===== src/rtl/mips_pkg.sv =====
// mips_pkg: opcodes, FSM state type and lane constants shared across the MIPS_32 datapath
// Contents: opcode localparams (R/I/branch/jump and memory ops), state_t, BYTE_W,
// helpers to classify memory opcodes and check address alignment.
package mips_pkg;
    localparam int BYTE_W = 8;
    localparam logic [5:0] OP_RTYPE = 6'b000000;
    localparam logic [5:0] OP_J     = 6'b000010;
    localparam logic [5:0] OP_JAL   = 6'b000011;
    localparam logic [5:0] OP_BEQ   = 6'b000100;
    localparam logic [5:0] OP_BNE   = 6'b000101;
    localparam logic [5:0] OP_ADDI  = 6'b001000;
    localparam logic [5:0] OP_ADDIU = 6'b001001;
    localparam logic [5:0] OP_SLTI  = 6'b001010;
    localparam logic [5:0] OP_ANDI  = 6'b001100;
    localparam logic [5:0] OP_ORI   = 6'b001101;
    localparam logic [5:0] OP_XORI  = 6'b001110;
    localparam logic [5:0] OP_LUI   = 6'b001111;
    localparam logic [5:0] OP_LB    = 6'b100000;
    localparam logic [5:0] OP_LH    = 6'b100001;
    localparam logic [5:0] OP_LW    = 6'b100011;
    localparam logic [5:0] OP_LBU   = 6'b100100;
    localparam logic [5:0] OP_LHU   = 6'b100101;
    localparam logic [5:0] OP_SB    = 6'b101000;
    localparam logic [5:0] OP_SH    = 6'b101001;
    localparam logic [5:0] OP_SW    = 6'b101011;
    typedef enum logic [1:0] {IDLE, ACCESS, RESP} state_t;
    function automatic logic is_mem_op(input logic [5:0] op);
        return op inside {OP_LB, OP_LH, OP_LW, OP_LBU, OP_LHU, OP_SB, OP_SH, OP_SW};
    endfunction
    // op[1:0] encodes access size for every memory op: 00 byte, 01 half, 11 word
    function automatic logic is_aligned(input logic [5:0] op, input logic [1:0] off);
        return op[1] ? off == 2'b00 : op[0] ? !off[0] : 1'b1;
    endfunction
endpackage


===== src/rtl/mem_access_unit_if.sv =====
// mem_access_unit_if: word-wide data memory req/ack bus
// Signals: mem_req/mem_we/mem_be/mem_addr/mem_wdata (unit -> memory),
// mem_rdata/mem_ack (memory -> unit). master = access unit, slave = memory.
interface mem_access_unit_if;
    logic        mem_req;
    logic        mem_we;
    logic [3:0]  mem_be;
    logic [31:0] mem_addr;
    logic [31:0] mem_wdata;
    logic [31:0] mem_rdata;
    logic        mem_ack;
    modport master(output mem_req, mem_we, mem_be, mem_addr, mem_wdata, input mem_rdata, mem_ack);
    modport slave(input mem_req, mem_we, mem_be, mem_addr, mem_wdata, output mem_rdata, mem_ack);
endinterface


===== src/rtl/mem_access_unit_load_extract.sv =====
// load_extract: selects the addressed byte/half of a big-endian word and extends it
// Ports: mem_rdata_i (read word), offset_i (addr[1:0]), opcode_i (load opcode),
// ext_o (sign/zero-extended result; full word for lw and non-sub-word opcodes).
module load_extract
    import mips_pkg::*;
(
    input  logic [31:0] mem_rdata_i,
    input  logic [1:0]  offset_i,
    input  logic [5:0]  opcode_i,
    output logic [31:0] ext_o
);
    logic [BYTE_W-1:0]   b;
    logic [2*BYTE_W-1:0] h;
    assign b = offset_i == 2'd0 ? mem_rdata_i[31:24] :
               offset_i == 2'd1 ? mem_rdata_i[23:16] :
               offset_i == 2'd2 ? mem_rdata_i[15:8]  : mem_rdata_i[7:0];
    assign h = offset_i[1] ? mem_rdata_i[15:0] : mem_rdata_i[31:16];
    assign ext_o = opcode_i == OP_LB  ? {{24{b[7]}}, b} :
                   opcode_i == OP_LBU ? {24'h0, b} :
                   opcode_i == OP_LH  ? {{16{h[15]}}, h} :
                   opcode_i == OP_LHU ? {16'h0, h} : mem_rdata_i;
endmodule


===== src/rtl/mem_access_unit.sv =====
// mem_access_unit: MIPS_32 data-memory stage running a req/ack access per load/store
// Ports: clk, rst_n (async active-low); valid_in/opcode/addr/rt_reg from the ALU stage;
// stall back to upstream; load_data with pulses load_valid/store_done/misalign/bus_error;
// mem (master side of mem_access_unit_if) to the word-wide data memory.
module mem_access_unit
    import mips_pkg::*;
#(
    parameter int ACK_TIMEOUT = 16,
    parameter int CNT_W       = 5
) (
    input  logic        clk,
    input  logic        rst_n,
    input  logic        valid_in,
    input  logic [5:0]  opcode,
    input  logic [31:0] addr,
    input  logic [31:0] rt_reg,
    output logic        stall,
    output logic [31:0] load_data,
    output logic        load_valid,
    output logic        store_done,
    output logic        misalign,
    output logic        bus_error,
    mem_access_unit_if.master mem
);
    state_t state_q, state_d;
    logic [CNT_W-1:0] cnt_q;
    logic [5:0]  op_q;
    logic [1:0]  off_q;
    logic        req_q, we_q, lv_q, sd_q, mis_q, err_q;
    logic [3:0]  be_q, be_d;
    logic [31:0] addr_q, wdata_q, wdata_d, ld_q, ext;
    logic        mem_op, aligned, accept, timeout, done;
    assign mem_op  = is_mem_op(opcode);
    assign aligned = is_aligned(opcode, addr[1:0]);
    // gated with rst_n so stall falls the moment reset asserts
    assign accept  = rst_n && state_q == IDLE && valid_in && mem_op && aligned;
    assign timeout = ACK_TIMEOUT != 0 && cnt_q == CNT_W'(ACK_TIMEOUT - 1);
    assign done    = state_q == ACCESS && (mem.mem_ack || timeout);
    assign stall   = accept || state_q == ACCESS;
    assign be_d    = opcode[1] ? 4'b1111 : opcode[0] ? (addr[1] ? 4'b0011 : 4'b1100) : 4'b1000 >> addr[1:0];
    assign wdata_d = opcode[1] ? rt_reg : opcode[0] ? {2{rt_reg[15:0]}} : {4{rt_reg[7:0]}};
    load_extract u_extract (.mem_rdata_i(mem.mem_rdata), .offset_i(off_q), .opcode_i(op_q), .ext_o(ext));
    always_comb begin
        state_d = accept ? ACCESS : done ? RESP : state_q == RESP ? IDLE : state_q;
    end
    always_ff @(posedge clk or negedge rst_n) begin
        if (!rst_n) state_q <= IDLE;
        else        state_q <= state_d;
    end
    always_ff @(posedge clk or negedge rst_n) begin
        if (!rst_n) begin
            cnt_q   <= '0;
            op_q    <= '0;
            off_q   <= '0;
            req_q   <= 1'b0;
            we_q    <= 1'b0;
            be_q    <= '0;
            addr_q  <= '0;
            wdata_q <= '0;
            ld_q    <= '0;
            lv_q    <= 1'b0;
            sd_q    <= 1'b0;
            mis_q   <= 1'b0;
            err_q   <= 1'b0;
        end else begin
            req_q <= state_d == ACCESS;
            lv_q  <= done && mem.mem_ack && !op_q[3];
            sd_q  <= done && mem.mem_ack && op_q[3];
            err_q <= done && !mem.mem_ack;
            mis_q <= state_q == IDLE && valid_in && mem_op && !aligned;
            cnt_q <= accept ? '0 : state_q == ACCESS ? cnt_q + CNT_W'(1) : cnt_q;
            if (accept) begin
                op_q    <= opcode;
                off_q   <= addr[1:0];
                addr_q  <= {addr[31:2], 2'b00};
                be_q    <= be_d;
                wdata_q <= wdata_d;
                we_q    <= opcode[3];
            end
            if (state_q == ACCESS && mem.mem_ack && !op_q[3]) ld_q <= ext;
        end
    end
    assign mem.mem_req   = req_q;
    assign mem.mem_we    = we_q;
    assign mem.mem_be    = be_q;
    assign mem.mem_addr  = addr_q;
    assign mem.mem_wdata = wdata_q;
    assign load_data     = ld_q;
    assign load_valid    = lv_q;
    assign store_done    = sd_q;
    assign misalign      = mis_q;
    assign bus_error     = err_q;
endmodule


===== src/flat_wrapper.sv =====
// flat-port wrapper written by rule: the top's interface ports become plain ports
module mem_access_unit_flat import mips_pkg::*;
#(
    parameter int ACK_TIMEOUT = 16,
    parameter int CNT_W       = 5
)
  (clk, rst_n, valid_in, opcode, addr, rt_reg, stall, load_data, load_valid, store_done, misalign, bus_error, mem_mem_req, mem_mem_we, mem_mem_be, mem_mem_addr, mem_mem_wdata, mem_mem_rdata, mem_mem_ack);
  mem_access_unit_if mem_i ();
  input  logic clk;
  input  logic rst_n;
  input  logic valid_in;
  input  logic [5:0] opcode;
  input  logic [31:0] addr;
  input  logic [31:0] rt_reg;
  output logic stall;
  output logic [31:0] load_data;
  output logic load_valid;
  output logic store_done;
  output logic misalign;
  output logic bus_error;
  output wire logic [$bits(mem_i.mem_req)-1:0] mem_mem_req;
  output wire logic [$bits(mem_i.mem_we)-1:0] mem_mem_we;
  output wire logic [$bits(mem_i.mem_be)-1:0] mem_mem_be;
  output wire logic [$bits(mem_i.mem_addr)-1:0] mem_mem_addr;
  output wire logic [$bits(mem_i.mem_wdata)-1:0] mem_mem_wdata;
  input wire logic [$bits(mem_i.mem_rdata)-1:0] mem_mem_rdata;
  input wire logic [$bits(mem_i.mem_ack)-1:0] mem_mem_ack;
  assign mem_mem_req = mem_i.mem_req;
  assign mem_mem_we = mem_i.mem_we;
  assign mem_mem_be = mem_i.mem_be;
  assign mem_mem_addr = mem_i.mem_addr;
  assign mem_mem_wdata = mem_i.mem_wdata;
  assign mem_i.mem_rdata = mem_mem_rdata;
  assign mem_i.mem_ack = mem_mem_ack;
  mem_access_unit #(.ACK_TIMEOUT(ACK_TIMEOUT), .CNT_W(CNT_W)) u_core (.clk(clk), .rst_n(rst_n), .valid_in(valid_in), .opcode(opcode), .addr(addr), .rt_reg(rt_reg), .stall(stall), .load_data(load_data), .load_valid(load_valid), .store_done(store_done), .misalign(misalign), .bus_error(bus_error), .mem(mem_i));
endmodule

===== config.mk =====
export PLATFORM = sky130hd
export DESIGN_NAME = mem_access_unit_flat
export DESIGN_NICKNAME = d
export VERILOG_FILES = /design/src/rtl/mips_pkg.sv /design/src/rtl/mem_access_unit_if.sv /design/src/rtl/mem_access_unit_load_extract.sv /design/src/rtl/mem_access_unit.sv /design/src/flat_wrapper.sv
export SDC_FILE = /design/constraint.sdc
export NUM_CORES = 1
export LEC_CHECK = 0
export CAP_MARGIN = 20
export CORE_MARGIN = 3
export CORE_UTILIZATION = 34
export DETAILED_ROUTE_END_ITERATION = 8
export PLACE_DENSITY = 0.67
export SLEW_MARGIN = 10
export SYNTH_ARGS = -nofsm -noshare
export SYNTH_HDL_FRONTEND = slang
export SYNTH_SLANG_ARGS = --single-unit
export TNS_END_PERCENT = 20

===== constraint.sdc =====
create_clock -name clk -period 2.4 [get_ports clk]
set_input_delay 0.48 -clock clk [delete_from_list [all_inputs] [get_ports clk]]
set_output_delay 0.48 -clock clk [all_outputs]
set_load 0.005 [all_outputs]

==> results of run 1 <==
layer usage:
| layer | vias up | track usage [%] |
|---|---|---|
| met1 | 2270 | 22.5 |
| met5 | - | 0 |
| met2 | 176 | 31.0 |
| met4 | 0 | 7.09 |
| li1 | 2153 | - |
| met3 | 29 | 6.80 |
placed cells by master (no fill, tap or decap), types with 8 or more instances in the layout:
master           instances
o21ai_0                 27
mux2_2                  82
clkbuf_16               17
mux2i_1                  9
dfrtp_1                118
buf_4                   26
nor2_1                  39
nand2_1                 35
a21oi_1                 26
clkdlybuf4s50_1        207
mux4_2                   8
nand3_1                  9
nor3_1                  15
o21ai_1                 11
registers in the layout, summed over array words and instances (netlist names), 2 cells and up:
register              flops
u_core.mem.mem_be         4
u_core.mem.mem_wdata     32
u_core.cnt_q              5
u_core.op_q               6
u_core.mem.mem_addr      30
u_core.off_q              2
u_core.load_data         32
u_core.state_q            2
per-stage QoR:
step | total power (µW) | instance area (µm²) | setup TNS [ps] | setup WS, ps
after floorplan | 3800 | 5550 | 0 | 393
after global placement | 5270 | 7990 | -7250 | -245
after detailed placement | 5350 | 7990 | -10240 | -259
after CTS | 8060 | 8600 | 0 | 48.1
after global routing | 8380 | 8600 | 0 | 42.0
final | 7940 | 8600 | 0 | 111
kinds of logic after synthesis:
kind of cell / Yosys count
AND/OR/NAND/NOR: 118
adder cells (fa/ha/maj): 2
buffers and inverters: 40
multiplexers: 105
XOR/XNOR: 3
AO/OA/AOI/OAI: 90
other: 1
flip-flops: 118
what timing repair did:
action,4_1_cts,5_1_grt
endpoints found under the hold margin,0,0
setup endpoints to repair,1,1
gates resized for setup,2,1
power groups by stage:
| stage | registers (µW) | clock network (µW) | logic, µW |
|---|---|---|---|
| after floorplan | 2900 | 0 | 900 |
| after global placement | 2890 | 0 | 2380 |
| after detailed placement | 2920 | 0 | 2430 |
| after CTS | 2900 | 2710 | 2450 |
| after global routing | 2970 | 2800 | 2620 |
| final | 2890 | 2640 | 2410 |
worst reg2reg max path, stage by stage (launching register included):
cell and delay, ps:
dfrtp_1 420, a211o_1 290, a211o_1 240, buf_4 150
nor2_4 160, buf_12 250, mux2_2 430
final cells by class:
cell class              count  share of cell area (%)
clock buffers              24                    5.71
multi-input cells         320                    28.2
flip-flops and latches    118                    34.3
well taps                 216                    3.14
repair buffers            237                    27.1
inverters                   4                   0.174
clock inverters             8                    1.40
how the worst max path moves through the flow:
stage                     startpoint                 endpoint  cells after the start
after floorplan            opcode[0]  u_core.mem.mem_wdata[3]                      6
after global placement     opcode[2]                    stall                      5
after detailed placement   opcode[2]                    stall                      5
after CTS                  opcode[2]                    stall                      5
after global routing       opcode[3]                    stall                      5
final                      opcode[3]                    stall                      5
==> flow_metrics.env, run 1 <==
export IMPL_synth_simple_area_share_pct=9.64
export IMPL_ys_types=45
export IMPL_crit_arrival_ps=1810
export IMPL_slew_headroom_pct=56.6
export IMPL_vdd_drop_max_uv=455
export IMPL_path_buf_inv=2
export IMPL_start_util_pct=34.8
export IMPL_synth_compound_area_share_pct=10.1
export IMPL_grt_first_pass_wirelength_mm=26.4
export IMPL_syn_instance_count=477
export IMPL_grt_max_degree=119
export IMPL_grt_usage_pct=18.8
export IMPL_top_layer="met4"
export IMPL_post_cts_setup_buffer_count=0
export IMPL_dieArea_mm2=0.0179
export IMPL_syn_area_per_cell_um2=11.6
export IMPL_p_leak_uw=0.00371
export IMPL_ys_seq_area_share_pct=53.3
export IMPL_place_congestion=0.879
export IMPL_setup_viol=0
export IMPL_ff2ff_setup_slack_ps=350
export IMPL_wire_per_inst_um=17.5
export IMPL_wl_met2_mm=8.01
export IMPL_fmax_mhz=437
export IMPL_power_share_clock_pct=33.3
export IMPL_yosysMostFrequentCell="dfrtp_1"
export IMPL_io_buffers=210
export IMPL_yosysTopAreaCell="dfrtp_1"
export IMPL_die_height_um=134
export IMPL_cts_buffers=17
export IMPL_core_mm2=0.0159
export IMPL_maxCapViolCount=0
export IMPL_finalCriticalPeriod_ps=2290
export IMPL_multiInputGateArea_mm2=0.00243
export IMPL_num_rows=46
export IMPL_outcome="completed"
export IMPL_synth_edf_count=0
export IMPL_htree_levels=4
export IMPL_cpLargestDelayFamily="buffers and inverters"
export IMPL_slowest_stage="clkdlybuf4s50_1"
export IMPL_totalWireLength_mm=16.3
export IMPL_internal_power_uw=5810
export IMPL_hold_class="in -> async"
export IMPL_root_buffer="clkbuf_16"
export IMPL_cts_reportedPaths_clkPinSlew_ps=60
export IMPL_synth_xor_area_share_pct=0.474
export IMPL_slowest_delay_ps=420
export IMPL_async_reset_ff_share_pct=100
export IMPL_grt_ovfl_total=0
export IMPL_drv_slew=0
export IMPL_via_per_inst=4.99
export IMPL_dp_hpwl_mm=11.6
export IMPL_tritoncts="done"
export IMPL_critical_path_most_common_cell="a211o_1"
export IMPL_switching_share_pct=26.8
export IMPL_drive_above_1_share_pct=22.4
export IMPL_crit_path_max_fanout=2
export IMPL_yosysTopAreaCellShare_pct=53.3
export IMPL_clock_skew_ps=7.94
export IMPL_required_ps=1920
export IMPL_worstSetupPathType="in -> out"
export IMPL_hold_viol=0
export IMPL_yosys_area_share_adder_pct=0.452
export IMPL_drt_pass1_iter_count=4
export IMPL_met1_length_mm=6.61
export IMPL_r2r_end="u_core.mem.mem_addr[17]"
export IMPL_grt_pass1_vias=4938
export IMPL_netlist_area_mm2=0.00554
export IMPL_ys_top_cells_by_area="dfrtp_1, mux2_2, mux4_2, nor2_1, o21ai_0"
export IMPL_whs_ps=203
export IMPL_clkLatencyLatePin_ps=410
export IMPL_utilization_pct=54.0
export IMPL_synth_top_cells_by_count="dfrtp_1, mux2_2, nor2_1"
export IMPL_syn_to_final_growth_pct=55.3
export IMPL_num_io_pins=213
export IMPL_pwr_density_cell_mw_per_mm2=923
export IMPL_start_kind="primary input"
export IMPL_yosys_mux_area_fraction_pct=22.8
export IMPL_dr_first_iter_drc_count=319
export IMPL_clock_sinks=118
export IMPL_num_nets_final=806
export IMPL_reg2reg_from="u_core.state_q[0]"
export IMPL_diodes=0
export IMPL_antenna_found_initial=0
export IMPL_ys_warn_count=0
export IMPL_synth_top_family_by_area="multiplexers"
export IMPL_synth_flop_cell="dfrtp_1"
export IMPL_register_area_mm2=0.00295
export IMPL_synth_seq_cells=118
export IMPL_remaining_drc_errors=0
export IMPL_vias=4628
export IMPL_p_comb_share_pct=30.3
export IMPL_hold_buffers=0
export IMPL_place_inst=895
export IMPL_max_slew_worst_pin_slew_ps=650
export IMPL_rsz0062_at_grt="no"
export IMPL_finalNonFillerCells=927
export IMPL_p_switching_uw=2130
export IMPL_fillers=1431
export IMPL_endpoint_kind="output pin"
export IMPL_antenna_left=0
export IMPL_finalCritPeriodShare_pct=95.4
export IMPL_wl_met3_mm=1.30
export IMPL_critical_path_cell_chain="clkdlybuf4s50_1, a211o_1, a211o_1, o21ai_1, dlygate4sd2_1"
export IMPL_r2r_cells=6
export IMPL_p_seq_share_pct=36.4
export IMPL_die_w_um=134
export IMPL_clk_path_buf_depth=2
Note: power is estimated with default switching activity, not from simulation.
==> inputs of run 2 (changes only) <==
--- a/config.mk
+++ b/config.mk
@@ -6,6 +6,7 @@
 export NUM_CORES = 1
 export LEC_CHECK = 0
 export CAP_MARGIN = 20
+export CORE_ASPECT_RATIO = 1.25
 export CORE_MARGIN = 3
 export CORE_UTILIZATION = 34
 export DETAILED_ROUTE_END_ITERATION = 8
@@ -14,4 +15,3 @@
 export SYNTH_ARGS = -nofsm -noshare
 export SYNTH_HDL_FRONTEND = slang
 export SYNTH_SLANG_ARGS = --single-unit
-export TNS_END_PERCENT = 20
==> flow_metrics.env, run 2 (same netlist as run 1, synthesis figures left out) <==
export IMPL_startpoint="opcode[3]"
export IMPL_max_slew_worst_pin_slew_ps=814
export IMPL_worstSetupPathType="in -> out"
export IMPL_setup_viol=0
export IMPL_cts_reportedPaths_clkPinSlew_ps=60
export IMPL_layout_commonest_cell="clkdlybuf4s50_1"
export IMPL_drt_pass1_iter_count=4
export IMPL_cts_buffers=17
export IMPL_dieArea_mm2=0.0179
export IMPL_totalWireLength_mm=16.3
export IMPL_tritoncts="done"
export IMPL_clock_sinks=118
export IMPL_cpLargestDelayFamily="compound AO/OA/AOI/OAI gates"
export IMPL_crit_arrival_ps=1860
export IMPL_reg2reg_from="u_core.state_q[0]"
export IMPL_io_buffers=210
export IMPL_fmax_mhz=427
export IMPL_fillers=1365
export IMPL_diodes=0
export IMPL_hold_class="in -> async"
export IMPL_slowest_delay_ps=440
export IMPL_grt_first_pass_wirelength_mm=25.9
export IMPL_wire_per_inst_um=17.7
export IMPL_drive_above_1_share_pct=22.7
export IMPL_required_ps=1920
export IMPL_remaining_drc_errors=0
export IMPL_utilization_pct=54.6
export IMPL_drv_slew=0
export IMPL_grt_pass1_vias=4998
export IMPL_place_inst=888
export IMPL_grt_max_degree=64
export IMPL_pwr_density_cell_mw_per_mm2=930
export IMPL_clk_path_buf_depth=2
export IMPL_layout_common_cells="clkdlybuf4s50_1, dfrtp_1, mux2_2"
export IMPL_slew_headroom_pct=45.7
export IMPL_start_kind="primary input"
export IMPL_root_buffer="clkbuf_16"
export IMPL_syn_to_final_growth_pct=55.3
export IMPL_slowest_stage="clkdlybuf4s50_1"
export IMPL_core_mm2=0.0158
export IMPL_setup_tns_ps=0
export IMPL_die_height_um=149
export IMPL_place_congestion=0.835
export IMPL_rsz0062_at_grt="no"
export IMPL_antenna_found_initial=0
export IMPL_htree_levels=4
export IMPL_antenna_left=0
export IMPL_grt_ovfl_total=0
export IMPL_die_w_um=120
export IMPL_outcome="completed"
export IMPL_clkLatencyLatePin_ps=410
export IMPL_hold_viol=0
export IMPL_dr_first_iter_drc_count=257
export IMPL_num_rows=51
export IMPL_num_nets_final=804
export IMPL_p_leak_uw=0.00370
export IMPL_endpoint_kind="output pin"
export IMPL_finalCritPeriodShare_pct=97.6
export IMPL_dp_hpwl_mm=12.2
export IMPL_finalNonFillerCells=921
export IMPL_critical_path_most_common_cell="a211o_1"
export IMPL_critical_path_cell_chain="clkdlybuf4s50_1, a211o_1, a211o_1, o21ai_1, clkdlybuf4s15_2"
export IMPL_clock_skew_ps=5.32
export IMPL_grt_usage_pct=18.6
export IMPL_crit_path_max_fanout=2
export IMPL_num_io_pins=213
export IMPL_vias=4653
export IMPL_finalCriticalPeriod_ps=2340
export IMPL_path_buf_inv=2
export IMPL_vdd_drop_max_uv=413
export IMPL_start_util_pct=35.2
export IMPL_via_per_inst=5.05
export IMPL_maxCapViolCount=0
-- run 2: stage by stage --
step	hold WS [ps]	total power (µW)	area (µm²)	setup slack [ps]
5_1_grt	309	8450	8610	41.5
6_report	256	8010	8610	58.7
3_3_place_gp	459	5280	7960	-343
2_1_floorplan	184	3800	5550	393
4_1_cts	288	8120	8610	69.9
3_5_place_dp	470	5350	7960	-377
-- run 2: path summary, 6_finish.rpt --
path,depth (start not counted),to,slack [ps]
max,5,stall,60
min,2,u_core.mem.mem_addr[16],260
max reg2reg,6,u_core.mem.mem_addr[9],270
min reg2reg,1,u_core.op_q[5],480
max in group asynchronous,3,u_core.load_data[17],910
min in group clk,1,u_core.op_q[5],480
-- run 2: final cells by class --
class	count	area [µm²]	area share (%)
Tap cell	212	265	3.08
Multi-Input combinational cell	320	2430	28.2
Sequential cell	118	2950	34.3
Timing Repair Buffer	235	2310	26.9
Clock buffer	18	439	5.10
Clock inverter	14	198	2.30
Inverter	4	15.0	0.174
-- run 2: layer usage --
layer | wire [µm] | vias up | share of wire, % | track usage, %
met5 | 0 | - | 0 | 0
met4 | 380 | 0 | 2.3 | 6.65
met3 | 1640 | 25 | 10 | 8.35
met2 | 8060 | 198 | 49 | 31.6
met1 | 6260 | 2278 | 38 | 20.5
li1 | - | 2152 | - | -
-- run 2: repair_timing --
item	4_1_cts	5_1_grt
setup buffers	1	0
setup endpoints to repair	1	0
hold buffers	0	0
gates resized for setup	5	0
-- run 2: power breakdown --
group | total (µW) | switching, µW | leakage [µW] | internal [µW]
combinational | 2410 | 891 | 0.00188 | 1520
clock | 2710 | 938 | 0.000307 | 1770
sequential | 2880 | 339 | 0.00151 | 2540
total | 8010 | 2170 | 0.00370 | 5840
==> inputs of run 3 (changes only) <==
--- a/config.mk
+++ b/config.mk
@@ -5,6 +5,7 @@
 export SDC_FILE = /design/constraint.sdc
 export NUM_CORES = 1
 export LEC_CHECK = 0
+export ABC_CLOCK_PERIOD_IN_PS = 2400
 export CAP_MARGIN = 20
 export CORE_ASPECT_RATIO = 1.25
 export CORE_MARGIN = 3
==> results of run 3 <==
Final layout, timing and power as in run 2 (identical DEF).
